[src/rtl/bmu_issue_fifo.sv]
// Decode-to-BMU issue buffer: first-word-fall-through FIFO of ALU packets plus operands.
// Optional per-entry even parity when BMU_ISSUE_PARITY_EN is defined.
module bmu_issue_fifo #(
  parameter int unsigned DEPTH = 4,
  parameter int unsigned CW    = $clog2(DEPTH + 1)
) (
  input  logic          clk,
  input  logic          rst,
  input  logic          flush,
  input  logic          in_valid,
  output logic          in_ready,
  input  logic [41:0]   in_ap,
  input  logic [31:0]   in_a,
  input  logic [31:0]   in_b,
  output logic          out_valid,
  input  logic          out_ready,
  output logic [41:0]   out_ap,
  output logic [31:0]   out_a,
  output logic [31:0]   out_b,
  output logic [CW-1:0] count,
  output logic          out_par_err
);

  localparam int unsigned AW = (DEPTH > 1) ? $clog2(DEPTH) : 1;

  generate
    if (DEPTH < 2 || (DEPTH & (DEPTH - 1)) != 0) begin : g_bad_depth
      $error("bmu_issue_fifo: DEPTH must be a power of two and at least 2");
    end
  endgenerate

  logic [41:0]   ap_mem [DEPTH];
  logic [31:0]   a_mem  [DEPTH];
  logic [31:0]   b_mem  [DEPTH];
  logic [AW-1:0] wr_ptr;
  logic [AW-1:0] rd_ptr;
  logic [CW-1:0] count_q;
  logic          full;
  logic          empty;
  logic          push;
  logic          pop;

  // Full/empty come from the occupancy counter so pointer equality is never ambiguous.
  assign full      = (count_q == CW'(DEPTH));
  assign empty     = (count_q == '0);
  assign in_ready  = !full;
  assign out_valid = !empty;
  assign count     = count_q;

  assign push = in_valid && in_ready && !flush;
  assign pop  = out_valid && out_ready && !flush;

  always_ff @(posedge clk) begin
    if (rst || flush) begin
      wr_ptr  <= '0;
      rd_ptr  <= '0;
      count_q <= '0;
    end else begin
      if (push) wr_ptr <= wr_ptr + AW'(1);
      if (pop)  rd_ptr <= rd_ptr + AW'(1);
      if (push && !pop)      count_q <= count_q + CW'(1);
      else if (pop && !push) count_q <= count_q - CW'(1);
    end
  end

  always_ff @(posedge clk) begin
    if (push && !rst) begin
      ap_mem[wr_ptr] <= in_ap;
      a_mem[wr_ptr]  <= in_a;
      b_mem[wr_ptr]  <= in_b;
    end
  end

  // Head is read straight from storage; stale contents are masked while empty.
  always_comb begin
    out_ap = '0;
    out_a  = '0;
    out_b  = '0;
    if (out_valid) begin
      out_ap = ap_mem[rd_ptr];
      out_a  = a_mem[rd_ptr];
      out_b  = b_mem[rd_ptr];
    end
  end

`ifdef BMU_ISSUE_PARITY_EN
  logic par_mem [DEPTH];

  always_ff @(posedge clk) begin
    if (push && !rst) par_mem[wr_ptr] <= ^{in_ap, in_a, in_b};
  end

  always_comb begin
    out_par_err = 1'b0;
    if (out_valid)
      out_par_err = ((^{ap_mem[rd_ptr], a_mem[rd_ptr], b_mem[rd_ptr]}) != par_mem[rd_ptr]);
  end
`else
  assign out_par_err = 1'b0;
`endif

endmodule

[config.mk]
export PLATFORM = sky130hd
export DESIGN_NAME = bmu_issue_fifo
export DESIGN_NICKNAME = d
export VERILOG_FILES = /design/src/rtl/bmu_issue_fifo.sv
export SDC_FILE = /design/constraint.sdc
export NUM_CORES = 1
export LEC_CHECK = 0
export BUFFER_PORTS_ARGS = -buffer_cell sky130_fd_sc_hd__clkbuf_2
export CORE_ASPECT_RATIO = 0.9
export CORE_MARGIN = 3
export CORE_UTILIZATION = 57
export DETAILED_ROUTE_END_ITERATION = 7
export PLACE_DENSITY = 0.79
export SLEW_MARGIN = 15
export SYNTH_ARGS = -nofsm -noshare
export SYNTH_HDL_FRONTEND = slang
export SYNTH_SLANG_ARGS = --single-unit
export TNS_END_PERCENT = 100
[constraint.sdc]
create_clock -name clk -period 11.4 [get_ports clk]
set_clock_uncertainty 0.15 [all_clocks]
set_input_delay 1.71 -clock clk [delete_from_list [all_inputs] [get_ports clk]]
set_output_delay 1.71 -clock clk [all_outputs]
set_load 0.02 [all_outputs]
After elaboration in Yosys (flattened, before gate mapping)
Memory sizes are Yosys's and may differ from the RTL's. A register that Yosys moved wholly into a read port is not among the register bits. Index checks and enable logic that the tools add are counted.

Memories: 3. Latch bits: 0. Word-level logic and storage cells: 40. Bits in read-only memories: 0. Bits in registers: 7. RAM bits: 424.

Memories: ap_mem (depth 4, bits a word 42, read ports 1, clocked after Yosys merged registers in 1, write ports 1, line 32) `logic [41:0] ap_mem [DEPTH];`; a_mem (depth 4, bits a word 32, read ports 1, clocked after Yosys merged registers in 1, write ports 1, line 33) `logic [31:0] a_mem [DEPTH];`; b_mem (depth 4, bits a word 32, read ports 1, clocked after Yosys merged registers in 1, write ports 1, line 34) `logic [31:0] b_mem [DEPTH];`.

Reduce and logical (&&, ||, !) cells: 16. Shift-type cells: 0. Divide/modulo/power cells: 0. Muxes and demuxes: 13. Magnitude comparators: 0. Multipliers: 0. Bitwise logic cells: 0. Eq/ne operators: 1. Add/sub/neg operators: 4.

Operators with widths (number): 32-bit 2-to-1 mux (2); 42-bit 2-to-1 mux (1); 2-bit 2-to-1 mux (6); 1-bit logical AND (7); 1-bit zero test (6); 3-bit 2-to-1 mux (2); 2-bit by 1-bit adder with 2-bit output, second input constant (2); 3-bit by 1-bit adder with 3-bit output, second input constant (1); 3-bit == test, second input constant (1); 3-bit zero test (1); 3-bit by 1-bit subtractor with 3-bit output, second input constant (1); 1-bit 2-to-1 mux (2); 2-bit nonzero test (1); 1-bit logical OR (1).

Logic depth before layout (Yosys ltp)
Depth after elaboration: 8. Mapped depth: 9. Depth with buffers taken out: 9.

Worst setup path before layout
Ideal clock, no wire load.

Path type: input to register. From: in flush. To: mem a_mem[0][0] (enable). Slack: 0.778 ns. Arrival: 9.750 ns. Data required time: 10.527 ns. Setup time: 0.723 ns. Stages on the path: 2. Cells stage by stage: nand3b_2 -> nor3b_1.

Longest elaborated chain between the ends: 5.

Ends and longest elaborated chain: from (decl) (line 9) `input logic flush,`; 1-bit zero test (line 50) `assign push = in_valid && in_ready && !flush;`; 1-bit logical AND (line 50); 1-bit logical AND (line 67) `if (push && !rst) begin`; 1-bit 2-to-1 mux (line 67); 1-bit 2-to-1 mux (implied by the code) (line 69) `a_mem[wr_ptr] <= in_a;`; to (decl) (line 33).

No other way between the ends.

==> flow_summary_export.csv <==
group,metric,value,unit
route,drt_wl_total,30400,um
placement,gp_congestion,0.736,
sta,fmax,204,MHz
global_routing,overflow,0,
clocking,cts_root_buf,"clkbuf_16",
worst_setup_path,worst-path-max-fanout,55,
worst_setup_path,critPathRequiredTime,9.54,ns
sta,final.setup.tns,0,ns
synth,syn_nets,842,
synth,synth_top_cell_by_area,"edfxtp_1",
status,status,"completed",
synth,synth_warnings,0,
synth,synth_area_per_cell,22.8,sq um
synth,syn_area,16500,sq um
placement,detailedPlace.worstSlack,6.47,ns
synth,synth_cell_types,28,
sta,rsz0062_at_grt,"no",
synth,async_flop_share,0,
worst_setup_path,crit_type,"register to output pin",
hold_path,min_path_type,"register to register",
sta,min_period_over_period,0.429,
route,drtPass1Iterations,5,
floorplanning,die_area,31000,sq um
synth,yosysSeqAreaShare,0.783,
pwr,ir_drop,0.129,mV
synth,ys_top_cells_by_count,"edfxtp_1, and2_1, mux4_2, clkbuf_1, buf_2",
sta,maxSlewHeadroom,0.324,
clocking,cts_tree,"done",
clocking,cts_resized,0,
pwr,power.density,169,nW/um^2
clocking,h-tree-depth,2,
placement,hpwl,17800,um
synth,synth_area_leaders,"edfxtp_1, mux4_2, and2_1",
clocking,ctsLongestPathBuffers,3,
sta,drv_slew,0,
synth,synth.top_cell.area_share,0.772,
job,cap_violations,0,
synth,netlist_instances,725,
clocking,cts_sinks,433,
sta,hold_viol_final,0,
sta,tightest_slew,1.01,ns
floorplanning,rows,58,
route,post-route-drc-count,0,
floorplanning,start_util,0.584,
global_routing,grt_pass1_wl,47300,um
synth,synth-seq-cells,433,
clocking,cts_hold_buf,0,
sta,setup_ws,6.51,ns
global_routing,grt_max_degree,108,
worst_setup_path,critPathArrivalTime,3.03,ns
final_layout,nets,1081,
worst_setup_path,end_kind,"output pin",
synth,yosysMostFrequentCell,"edfxtp_1",
final_layout,areaGrowthSynthToFinish,16.7,%
global_routing,track_usage,0.200,
placement,portBuffers,221,
floorplanning,die_width,185,um
final_layout,n_antenna_cell,0,
clocking,post_cts_buffers,0,
route,wl_per_cell,22.4,um
sta,setup_viol,0,
route,dr.first_iter.drc_count,514,
route,viasPerCell,5.70,
route,via_count,7737,
synth,synth_edf_count,424,
synth,synthFlopType,"edfxtp_1",
global_routing,grt_pass1_vias,8308,
worst_setup_path,start_kind,"register",
floorplanning,dieHeight,167,um
final_layout,drive_gt1_frac,0.407,
route,drtAntennaViolNets,0,
floorplanning,io-pin-count,223,
pwr,leakage,6.56,nW
sta,finalCriticalPeriod,4.89,ns
clocking,path_clk_slew,0.06,ns
clocking,numCtsBuffers,41,
clocking,clk_latency,0.52,ns
global_routing,antenna_found_initial,4,
floorplanning,coreArea,28200,sq um
[sequential cells by signal, summed over array words and instances (netlist names), named ones only]
register / cells
ap_mem: 168
a_mem: 128
b_mem: 128
count: 3
rd_ptr: 2
wr_ptr: 2
[path summary, 6_finish.rpt]
check | from | slack (ns) | cells after the start | to
max reg2reg | count[0]$_SDFFE_PP0P_ | 7.85 | 5 | ap_mem[2][37]$_DFFE_PP_
max | register | 6.51 | 4 | out_a[16]
min reg2reg | wr_ptr[1]$_SDFFE_PP0P_ | 0.36 | 2 | wr_ptr[1]$_SDFFE_PP0P_
min | wr_ptr[1]$_SDFFE_PP0P_ | 0.36 | 2 | wr_ptr[1]$_SDFFE_PP0P_
[per-layer routing]
metal  share of wire  vias up  global-route usage  wire (um)
met5          0.0017        -                   0         53
met2            0.48      275               0.314      14600
met4           0.015        8              0.0408        447
li1                -     3435                   -          -
met1            0.41     3970               0.283      12500
met3           0.092       49              0.0662       2810
[report_power, final]
group / switching, mW / internal [mW]
Sequential: 0.00594 / 1.76
Combinational: 0.118 / 0.0731
Clock: 0.533 / 0.767
Total: 0.657 / 2.60
[cell type report]
class,count,area [sq um]
multi-input combinational,250,3360
clock inverter,18,159
tap,360,450
sequential,433,12900
timing repair buffer,234,1200
fill,1764,8980
inverter,4,15.0
clock buffer,58,1140
[logic make-up (layout without fill, tap and decap cells)]
kind of cell               Yosys count  after routing  synth area share
AOI/OAI and AO/OA                    4              4           0.00159
xor gates and xnor gates             4              4           0.00212
adders and majority gates            6              6           0.00501
buffers and inverters               42            314            0.0146
DFF                                433            433             0.783
muxes                              109            109             0.147
other                                1              1          0.000227
and+or+nand+nor                    126            126            0.0470
[placed cells by master, fill, tap and decap left out, types with 5 or more instances in the layout]
cell type  synthesis  final
dfxtp_1            9      7
clkbuf_1          18     14
mux4_2           106    106
clkbuf_16          0     43
ha_1               5      5
edfxtp_1         424    424
buf_4              1     13
and2_1           106    106
clkinv_1           0      8
clkbuf_2           1    221
clkinv_2           0      6
nor2_1             8      8
[metrics by stage]
stage | power, mW | utilization | hold slack, ns | std cells | area, sq um
after detailed placement | 2.00 | 0.636 | 0.355 | 1281 | 18000
after CTS | 3.29 | 0.682 | 0.363 | 1357 | 19300
after global routing | 3.38 | 0.682 | 0.417 | 1357 | 19300
after global placement | 1.99 | 0.636 | 0.347 | 1281 | 18000
after floorplan | 1.92 | - | 0.321 | 725 | 16500
final | 3.26 | 0.682 | 0.359 | 1357 | 19300
[worst max-delay path: stages, from the launching register on]
cell and delay, ns:
dfxtp_4 0.85, buf_4 0.75, mux4_2 0.43, and2_1 0.19, clkbuf_2 0.17
No activity file was read; power rests on OpenSTA's default activity.
